### src/rtl/vend_sequencer_if.sv
// rtl/vend_sequencer_if.sv - coin, vend and change handshake bundle for vend_sequencer
// Optional macro: VEND_CANCEL_EN adds the cancel signal.
// Signals:
//   coins[1:0]     coin event (01=1, 10=2, 11=5 units, 00=none)
//   new_state[3:0] next credit from state_transitions
//   cur_state[3:0] registered credit, fed back to state_transitions
//   coin_ready     coins accepted only while high
//   coin_reject    pulse: coin arrived while not ready
//   vend_req/ack   product dispenser handshake
//   chg_req/ack    change dispenser handshake, chg_coin 1 = 2-unit, 0 = 1-unit
//   fault          pulse: illegal new_state or vend timeout
//   done           pulse: transaction closed
//   cancel         refund request (VEND_CANCEL_EN only)
interface vend_sequencer_if;
    logic [1:0] coins;
    logic [3:0] new_state;
    logic [3:0] cur_state;
    logic       coin_ready;
    logic       coin_reject;
    logic       vend_req;
    logic       vend_ack;
    logic       chg_req;
    logic       chg_coin;
    logic       chg_ack;
    logic       fault;
    logic       done;
`ifdef VEND_CANCEL_EN
    logic       cancel;

    modport slave (
        input  coins, new_state, vend_ack, chg_ack, cancel,
        output cur_state, coin_ready, coin_reject, vend_req, chg_req, chg_coin, fault, done
    );
    modport master (
        output coins, new_state, vend_ack, chg_ack, cancel,
        input  cur_state, coin_ready, coin_reject, vend_req, chg_req, chg_coin, fault, done
    );
`else
    modport slave (
        input  coins, new_state, vend_ack, chg_ack,
        output cur_state, coin_ready, coin_reject, vend_req, chg_req, chg_coin, fault, done
    );
    modport master (
        output coins, new_state, vend_ack, chg_ack,
        input  cur_state, coin_ready, coin_reject, vend_req, chg_req, chg_coin, fault, done
    );
`endif
endinterface

### src/rtl/vend_sequencer.sv
// rtl/vend_sequencer.sv - credit register, vend handshake and greedy change payout FSM
// Optional macro: VEND_CANCEL_EN enables cancel (refund from IDLE without vending).
// Ports:
//   clk    rising-edge clock
//   rst_n  asynchronous active-low reset
//   bus    vend_sequencer_if.slave (coins/new_state in, cur_state out, vend and change handshakes)
// Parameters:
//   ACK_TIMEOUT  VEND cycles without vend_ack before the vend is aborted and refunded
//   TMR_W        timeout counter width
module vend_sequencer #(
    parameter int ACK_TIMEOUT = 255,
    parameter int TMR_W       = 8
) (
    input  logic             clk,
    input  logic             rst_n,
    vend_sequencer_if.slave  bus
);
    typedef enum logic [1:0] {S_IDLE, S_VEND, S_CHANGE, S_FINISH} state_t;

    localparam logic [3:0]       PRICE   = 4'd4;
    localparam logic [3:0]       MAX_CR  = 4'd8;
    localparam logic [TMR_W-1:0] TIMEOUT = TMR_W'(ACK_TIMEOUT);
    localparam logic [TMR_W-1:0] TMR_ONE = {{(TMR_W-1){1'b0}}, 1'b1};

    state_t           r_state,       w_state;
    logic [3:0]       r_cur_state,   w_cur_state;
    logic [3:0]       r_change_rem,  w_change_rem;
    logic [TMR_W-1:0] r_timer,       w_timer;
    logic             r_vend_req,    w_vend_req;
    logic             r_chg_req,     w_chg_req;
    logic             r_chg_coin,    w_chg_coin;
    logic             r_coin_ready,  w_coin_ready;
    logic             r_coin_reject, w_coin_reject;
    logic             r_fault,       w_fault;
    logic             r_done,        w_done;

    logic             w_coin_in;
    logic             w_cancel;
    logic [3:0]       w_pay;
    logic [3:0]       w_rem_dec;
    logic [TMR_W-1:0] w_timer_inc;

    assign w_coin_in   = (bus.coins != 2'b00);
`ifdef VEND_CANCEL_EN
    assign w_cancel    = bus.cancel;
`else
    assign w_cancel    = 1'b0;
`endif
    assign w_pay       = r_chg_coin ? 4'd2 : 4'd1;
    // Saturating so a corrupted remainder can never wrap into a huge payout.
    assign w_rem_dec   = (r_change_rem > w_pay) ? (r_change_rem - w_pay) : 4'd0;
    assign w_timer_inc = r_timer + TMR_ONE;

    always_comb begin
        w_state       = r_state;
        w_cur_state   = r_cur_state;
        w_change_rem  = r_change_rem;
        w_timer       = r_timer;
        w_vend_req    = r_vend_req;
        w_chg_req     = r_chg_req;
        w_chg_coin    = r_chg_coin;
        w_coin_reject = w_coin_in && !r_coin_ready;
        w_fault       = 1'b0;
        w_done        = 1'b0;

        case (r_state)
            S_IDLE: begin
                if (w_coin_in) begin
                    if (bus.new_state <= MAX_CR) begin
                        w_cur_state = bus.new_state;
                        if (bus.new_state >= PRICE) begin
                            w_change_rem = bus.new_state - PRICE;
                            w_timer      = '0;
                            w_vend_req   = 1'b1;
                            w_state      = S_VEND;
                        end
                    end else begin
                        w_fault = 1'b1;
                    end
                end else if (w_cancel && (r_cur_state != 4'd0)) begin
                    w_change_rem = r_cur_state;
                    w_chg_req    = 1'b1;
                    w_chg_coin   = (r_cur_state >= 4'd2);
                    w_state      = S_CHANGE;
                end
            end
            S_VEND: begin
                if (bus.vend_ack) begin
                    w_vend_req = 1'b0;
                    if (r_change_rem != 4'd0) begin
                        w_chg_req  = 1'b1;
                        w_chg_coin = (r_change_rem >= 4'd2);
                        w_state    = S_CHANGE;
                    end else begin
                        w_state = S_FINISH;
                    end
                end else if (w_timer_inc == TIMEOUT) begin
                    // Dispenser never answered: give back the whole credit.
                    w_timer      = w_timer_inc;
                    w_vend_req   = 1'b0;
                    w_change_rem = r_cur_state;
                    w_fault      = 1'b1;
                    w_chg_req    = 1'b1;
                    w_chg_coin   = (r_cur_state >= 4'd2);
                    w_state      = S_CHANGE;
                end else begin
                    w_timer = w_timer_inc;
                end
            end
            S_CHANGE: begin
                if (bus.chg_ack) begin
                    w_change_rem = w_rem_dec;
                    if (w_rem_dec == 4'd0) begin
                        w_chg_req  = 1'b0;
                        w_chg_coin = 1'b0;
                        w_state    = S_FINISH;
                    end else begin
                        w_chg_coin = (w_rem_dec >= 4'd2);
                    end
                end
            end
            S_FINISH: begin
                w_cur_state = 4'd0;
                w_done      = 1'b1;
                w_state     = S_IDLE;
            end
            default: w_state = S_IDLE;
        endcase

        w_coin_ready = (w_state == S_IDLE);
    end

    always_ff @(posedge clk or negedge rst_n) begin
        if (!rst_n) begin
            r_state       <= S_IDLE;
            r_cur_state   <= 4'd0;
            r_change_rem  <= 4'd0;
            r_timer       <= '0;
            r_vend_req    <= 1'b0;
            r_chg_req     <= 1'b0;
            r_chg_coin    <= 1'b0;
            r_coin_ready  <= 1'b1;
            r_coin_reject <= 1'b0;
            r_fault       <= 1'b0;
            r_done        <= 1'b0;
        end else begin
            r_state       <= w_state;
            r_cur_state   <= w_cur_state;
            r_change_rem  <= w_change_rem;
            r_timer       <= w_timer;
            r_vend_req    <= w_vend_req;
            r_chg_req     <= w_chg_req;
            r_chg_coin    <= w_chg_coin;
            r_coin_ready  <= w_coin_ready;
            r_coin_reject <= w_coin_reject;
            r_fault       <= w_fault;
            r_done        <= w_done;
        end
    end

    assign bus.cur_state   = r_cur_state;
    assign bus.coin_ready  = r_coin_ready;
    assign bus.coin_reject = r_coin_reject;
    assign bus.vend_req    = r_vend_req;
    assign bus.chg_req     = r_chg_req;
    assign bus.chg_coin    = r_chg_coin;
    assign bus.fault       = r_fault;
    assign bus.done        = r_done;
endmodule

### src/flat_wrapper.sv
// flat-port wrapper written by rule: the top's interface ports become plain ports
module vend_sequencer_flat 
#(
    parameter int ACK_TIMEOUT = 255,
    parameter int TMR_W       = 8
)
  (clk, rst_n, bus_coins, bus_new_state, bus_vend_ack, bus_chg_ack, bus_cur_state, bus_coin_ready, bus_coin_reject, bus_vend_req, bus_chg_req, bus_chg_coin, bus_fault, bus_done);
  vend_sequencer_if bus_i ();
  input  logic clk;
  input  logic rst_n;
  input wire logic [$bits(bus_i.coins)-1:0] bus_coins;
  input wire logic [$bits(bus_i.new_state)-1:0] bus_new_state;
  input wire logic [$bits(bus_i.vend_ack)-1:0] bus_vend_ack;
  input wire logic [$bits(bus_i.chg_ack)-1:0] bus_chg_ack;
  output wire logic [$bits(bus_i.cur_state)-1:0] bus_cur_state;
  output wire logic [$bits(bus_i.coin_ready)-1:0] bus_coin_ready;
  output wire logic [$bits(bus_i.coin_reject)-1:0] bus_coin_reject;
  output wire logic [$bits(bus_i.vend_req)-1:0] bus_vend_req;
  output wire logic [$bits(bus_i.chg_req)-1:0] bus_chg_req;
  output wire logic [$bits(bus_i.chg_coin)-1:0] bus_chg_coin;
  output wire logic [$bits(bus_i.fault)-1:0] bus_fault;
  output wire logic [$bits(bus_i.done)-1:0] bus_done;
  assign bus_i.coins = bus_coins;
  assign bus_i.new_state = bus_new_state;
  assign bus_i.vend_ack = bus_vend_ack;
  assign bus_i.chg_ack = bus_chg_ack;
  assign bus_cur_state = bus_i.cur_state;
  assign bus_coin_ready = bus_i.coin_ready;
  assign bus_coin_reject = bus_i.coin_reject;
  assign bus_vend_req = bus_i.vend_req;
  assign bus_chg_req = bus_i.chg_req;
  assign bus_chg_coin = bus_i.chg_coin;
  assign bus_fault = bus_i.fault;
  assign bus_done = bus_i.done;
  vend_sequencer #(.ACK_TIMEOUT(ACK_TIMEOUT), .TMR_W(TMR_W)) u_core (.clk(clk), .rst_n(rst_n), .bus(bus_i));
endmodule
### config.mk
export PLATFORM = sky130hd
export DESIGN_NAME = vend_sequencer_flat
export DESIGN_NICKNAME = d
export VERILOG_FILES = /design/src/rtl/vend_sequencer_if.sv /design/src/rtl/vend_sequencer.sv /design/src/flat_wrapper.sv
export SDC_FILE = /design/constraint.sdc
export NUM_CORES = 1
export LEC_CHECK = 0
export BUFFER_PORTS_ARGS = -buffer_cell sky130_fd_sc_hd__buf_4
export CELL_PAD_IN_SITES_DETAIL_PLACEMENT = 0
export CELL_PAD_IN_SITES_GLOBAL_PLACEMENT = 2
export CORE_MARGIN = 4
export CORE_UTILIZATION = 35
export DETAILED_ROUTE_END_ITERATION = 7
export PLACE_DENSITY_LB_ADDON = 0.1
export SLEW_MARGIN = 20
export SYNTH_ARGS = -nofsm -noshare
export SYNTH_HDL_FRONTEND = slang
export SYNTH_SLANG_ARGS = --single-unit
### constraint.sdc
create_clock -name clk -period 2.9 [get_ports clk]
set_clock_uncertainty 0.2 [all_clocks]
set_input_delay 0.725 -clock clk [delete_from_list [all_inputs] [get_ports clk]]
set_output_delay 0.725 -clock clk [all_outputs]
set_load 0.01 [all_outputs]
==> results by group <==
Clocking
  – CTS max path bufs: 2
  – CTS Buf Count: 3
  – CTS H-tree lvls: 1
  – Worst skew pair latency: ~260 ps
  – CTS clk-pin slew, worst paths: 90 ps
  – Hold-fix buffers, CTS: 0
  – Clk sinks: 25
  – CTS tree: yes
  – CTS root buffer: clkbuf_8
  – Post_cts resized: 0
  – Post-CTS Setup Bufs: 0

Timing
  – Setup TNS: 0 ps
  – Slew margin rel.: 0.650
  – Worst slew pin tran: approximately 520 ps
  – Final setup viols: 0
  – Crit share post-route: 0.922
  – Final Slew Violations: 0
  – Hold Vio Cnt, Final: 0
  – Clock period minus worst slack: 2670 ps
  – F_max: 374 MHz
  – RSZ-0062 raised after global routing: no

Detailed routing
  – DRT iter0 DRCs: 37
  – Vias: 1526
  – DRT Pass-1 Iters: 4
  – Drt drc: 0
  – DR vias/cell: 5.34
  – WL/cell: around 16 um
  – WL final: approximately 4400 um
  – Final ANT Viol Nets: 0

Worst setup path
  – Largest delay share family, worst path: compound AO/OA/AOI/OAI gates
  – CP cell instances: inv_1 > ha_1 > inv_1 > fa_1 > a211o_1 > o31ai_1 > buf_4 > nand4_1 > a311oi_2 > a21oi_1
  – Critical path startpoint: u_core.bus.chg_coin
  – CP Buf/Inv Count: 3
  – Critical path arrival: roughly 2700 ps
  – Reg2reg start: u_core.bus.chg_coin
  – Worst path slowest cell: fa_1
  – Startpoint Class: flop
  – Critical path capture point type: flop
  – FF-to-FF path depth: 10
  – Max Fanout on Critical Path: 5
  – FF-to-FF setup slack: 230 ps
  – End point of the critical path: u_core.bus.coin_ready
  – Largest stage delay on the critical path: around 430 ps
  – Critical path class: reg2reg
  – WP depth: 10
  – Reg-to-reg endpoint: u_core.bus.coin_ready
  – Critical path's most frequent cell: inv_1
  – CP required: 2890 ps

Yosys
  – Post-synthesis async set-or-reset flop share: 1.00
  – Synth Area in XOR/XNOR: 0.0147
  – Top_reg_cell synth: dfrtp_1
  – Post-Syn Area: 1780 um2
  – Synth Area in Compound Gates: 0.240
  – Syn_nets: 217
  – Top cells by area, synth: dfrtp_1, ha_1, o21ai_0
  – Synth Instances: 196
  – Post-synthesis sequential area ratio: 0.351
  – Number of synthesized flops with an enable pin: 0
  – Main combinational cell family by area after synthesis: compound AO/OA/AOI/OAI gates
  – Post-Synth Adder-Cell Area: 0.0813
  – Yosys cell types: 54
  – Yosys top cell area share: 0.337
  – Post-synthesis mux area share: 0.0365
  – Yosys reg bits: 25
  – Area leader, netlist: dfrtp_1
  – Yosys Warn Count: 0
  – Post-Syn Area per Cell: around 9.1 um2
  – Simple-gate share of the synthesized area: 0.219

Global routing
  – Tot GR Track Use: 0.152
  – Largest net degree at the start of global routing: 26
  – Vias in the first global route: 1585
  – Initial antenna violation count: 0
  – Global-route wire length before repair: approximately 7600 um
  – Gr ovfl total: 0

Power
  – Sw Ratio: 0.456
  – Internal: approximately 1.1 mW
  – Clock power frac: 0.100
  – Leak Pwr: 0.908 nW
  – Power per cell area: 1010 nW/um2
  – Comb pwr share: 0.617
  – VDD IR max: 0.000407 V
  – Sw power: 0.949 mW
  – Seq pwr share: 0.284

Die
  – Die X: 79.4 um
  – CORE AREA: approximately 4800 um2
  – I/O pins: 21
  – Die area: 6300 um2
  – # rows: 25
  – Initial Util: 0.370
  – Die Y: between 70 and 80 um

Worst hold path
  – Hold Path Class: in2async

Final layout
  – Antenna fix cells: 0
  – Most common cell after layout, fill and taps aside: buf_4
  – Nets: 241
  – Post-route cell area: between 2000 and 2500 um2
  – Ratio of cells with drive above 1 in the final layout: 0.205
  – Most frequent cells in the layout: buf_4, dfrtp_1, o21ai_0
  – Area delta synth->final: 15.4%

Run status
  – Status: finished, final reports clean

Place
  – Routability cong.: approximately 0.82
  – Buffers on Ports: 20
  – DP Area: 2010 um2
  – Detailed placer's ending HPWL: 3500 um

Flow run
  – Total of max-cap violations: 0
area by class of cell:
cell class | count | area (um2)
flip-flops and latches | 25 | 627
fillers | 525 | 2760
well taps | 67 | 83.8
clock inverters | 1 | 5.00
clock buffers | 3 | 41.3
repair buffers | 26 | 195
multi-input cells | 150 | 1050
inverters | 14 | 52.6
routing by layer:
metal  global-route usage  routed length (um)  share of wire  up-vias
met2                0.276                2290           0.52       24
met3               0.0214                 125          0.028        2
met1                0.188                2010           0.45      738
li1                     -                   -              -      762
met4               0.0361                  25         0.0056        0
met5                    0                   0              0        -
synthesized netlist by cell type (5+ instances only):
cell / instances
dfrtp_1: 24
o21ai_0: 20
nand2_1: 18
inv_1: 14
nand3_1: 12
nor2_1: 11
ha_1: 10
a21oi_1: 9
o31ai_1: 6
mux2i_1: 5
nand4_1: 5
state kept, by name, indices dropped and copies added, names as in the netlist:
register                count
u_core.bus.chg_coin         1
u_core.bus.chg_req          1
u_core.bus.coin_ready       1
u_core.bus.coin_reject      1
u_core.bus.cur_state        4
u_core.bus.done             1
u_core.bus.fault            1
u_core.bus.vend_req         1
u_core.r_change_rem         4
u_core.r_state              2
u_core.r_timer              8
how the worst min path moves through the flow:
stage / slack, ps / to
floorplan: 230 / u_core.bus.chg_coin
global placement: 280 / u_core.bus.coin_reject
detailed placement: 290 / u_core.r_change_rem[0]
CTS: 160 / u_core.r_timer[3]
global route: 160 / u_core.r_timer[3]
finish: 160 / u_core.r_timer[1]
logic make-up (layout without fill, tap and decap cells):
logic type / Yosys count / count (layout)
adder cells (fa/ha/maj): 11 / 11
multiplexers: 6 / 6
AND/OR/NAND/NOR: 72 / 72
buffers and inverters: 21 / 44
AO/OA/AOI/OAI: 58 / 58
XOR/XNOR: 3 / 3
flip-flops: 25 / 25
power by group through the flow:
| stage | Sequential [mW] | Clock (mW) | Combinational (mW) |
|---|---|---|---|
| floorplan | 0.587 | 0 | 0.872 |
| CTS | 0.590 | 0.221 | 1.30 |
| detailed placement | 0.596 | 0 | 1.30 |
| global route | 0.613 | 0.238 | 1.42 |
| finish | 0.591 | 0.207 | 1.28 |
| global placement | 0.589 | 0 | 1.28 |
worst register-to-register path: stages, from the launching register on:
cell and delay [ps]:
dfrtp_1 390, inv_1 150, ha_1 210, inv_1 60
fa_1 430, a211o_1 320, o31ai_1 80, buf_4 170
nand4_1 180, a311oi_2 350, a21oi_1 80
per-stage QoR:
stage	hold WS, ps	util	power (mW)	cells	setup slack (ps)
floorplan	229	-	1.46	196	276
global placement	277	0.418	1.87	282	200
detailed placement	293	0.418	1.89	282	103
finish	155	0.428	2.08	286	227
global route	162	0.428	2.27	286	52.0
CTS	164	0.428	2.11	286	215
No activity file was read; power rests on OpenSTA's default activity.
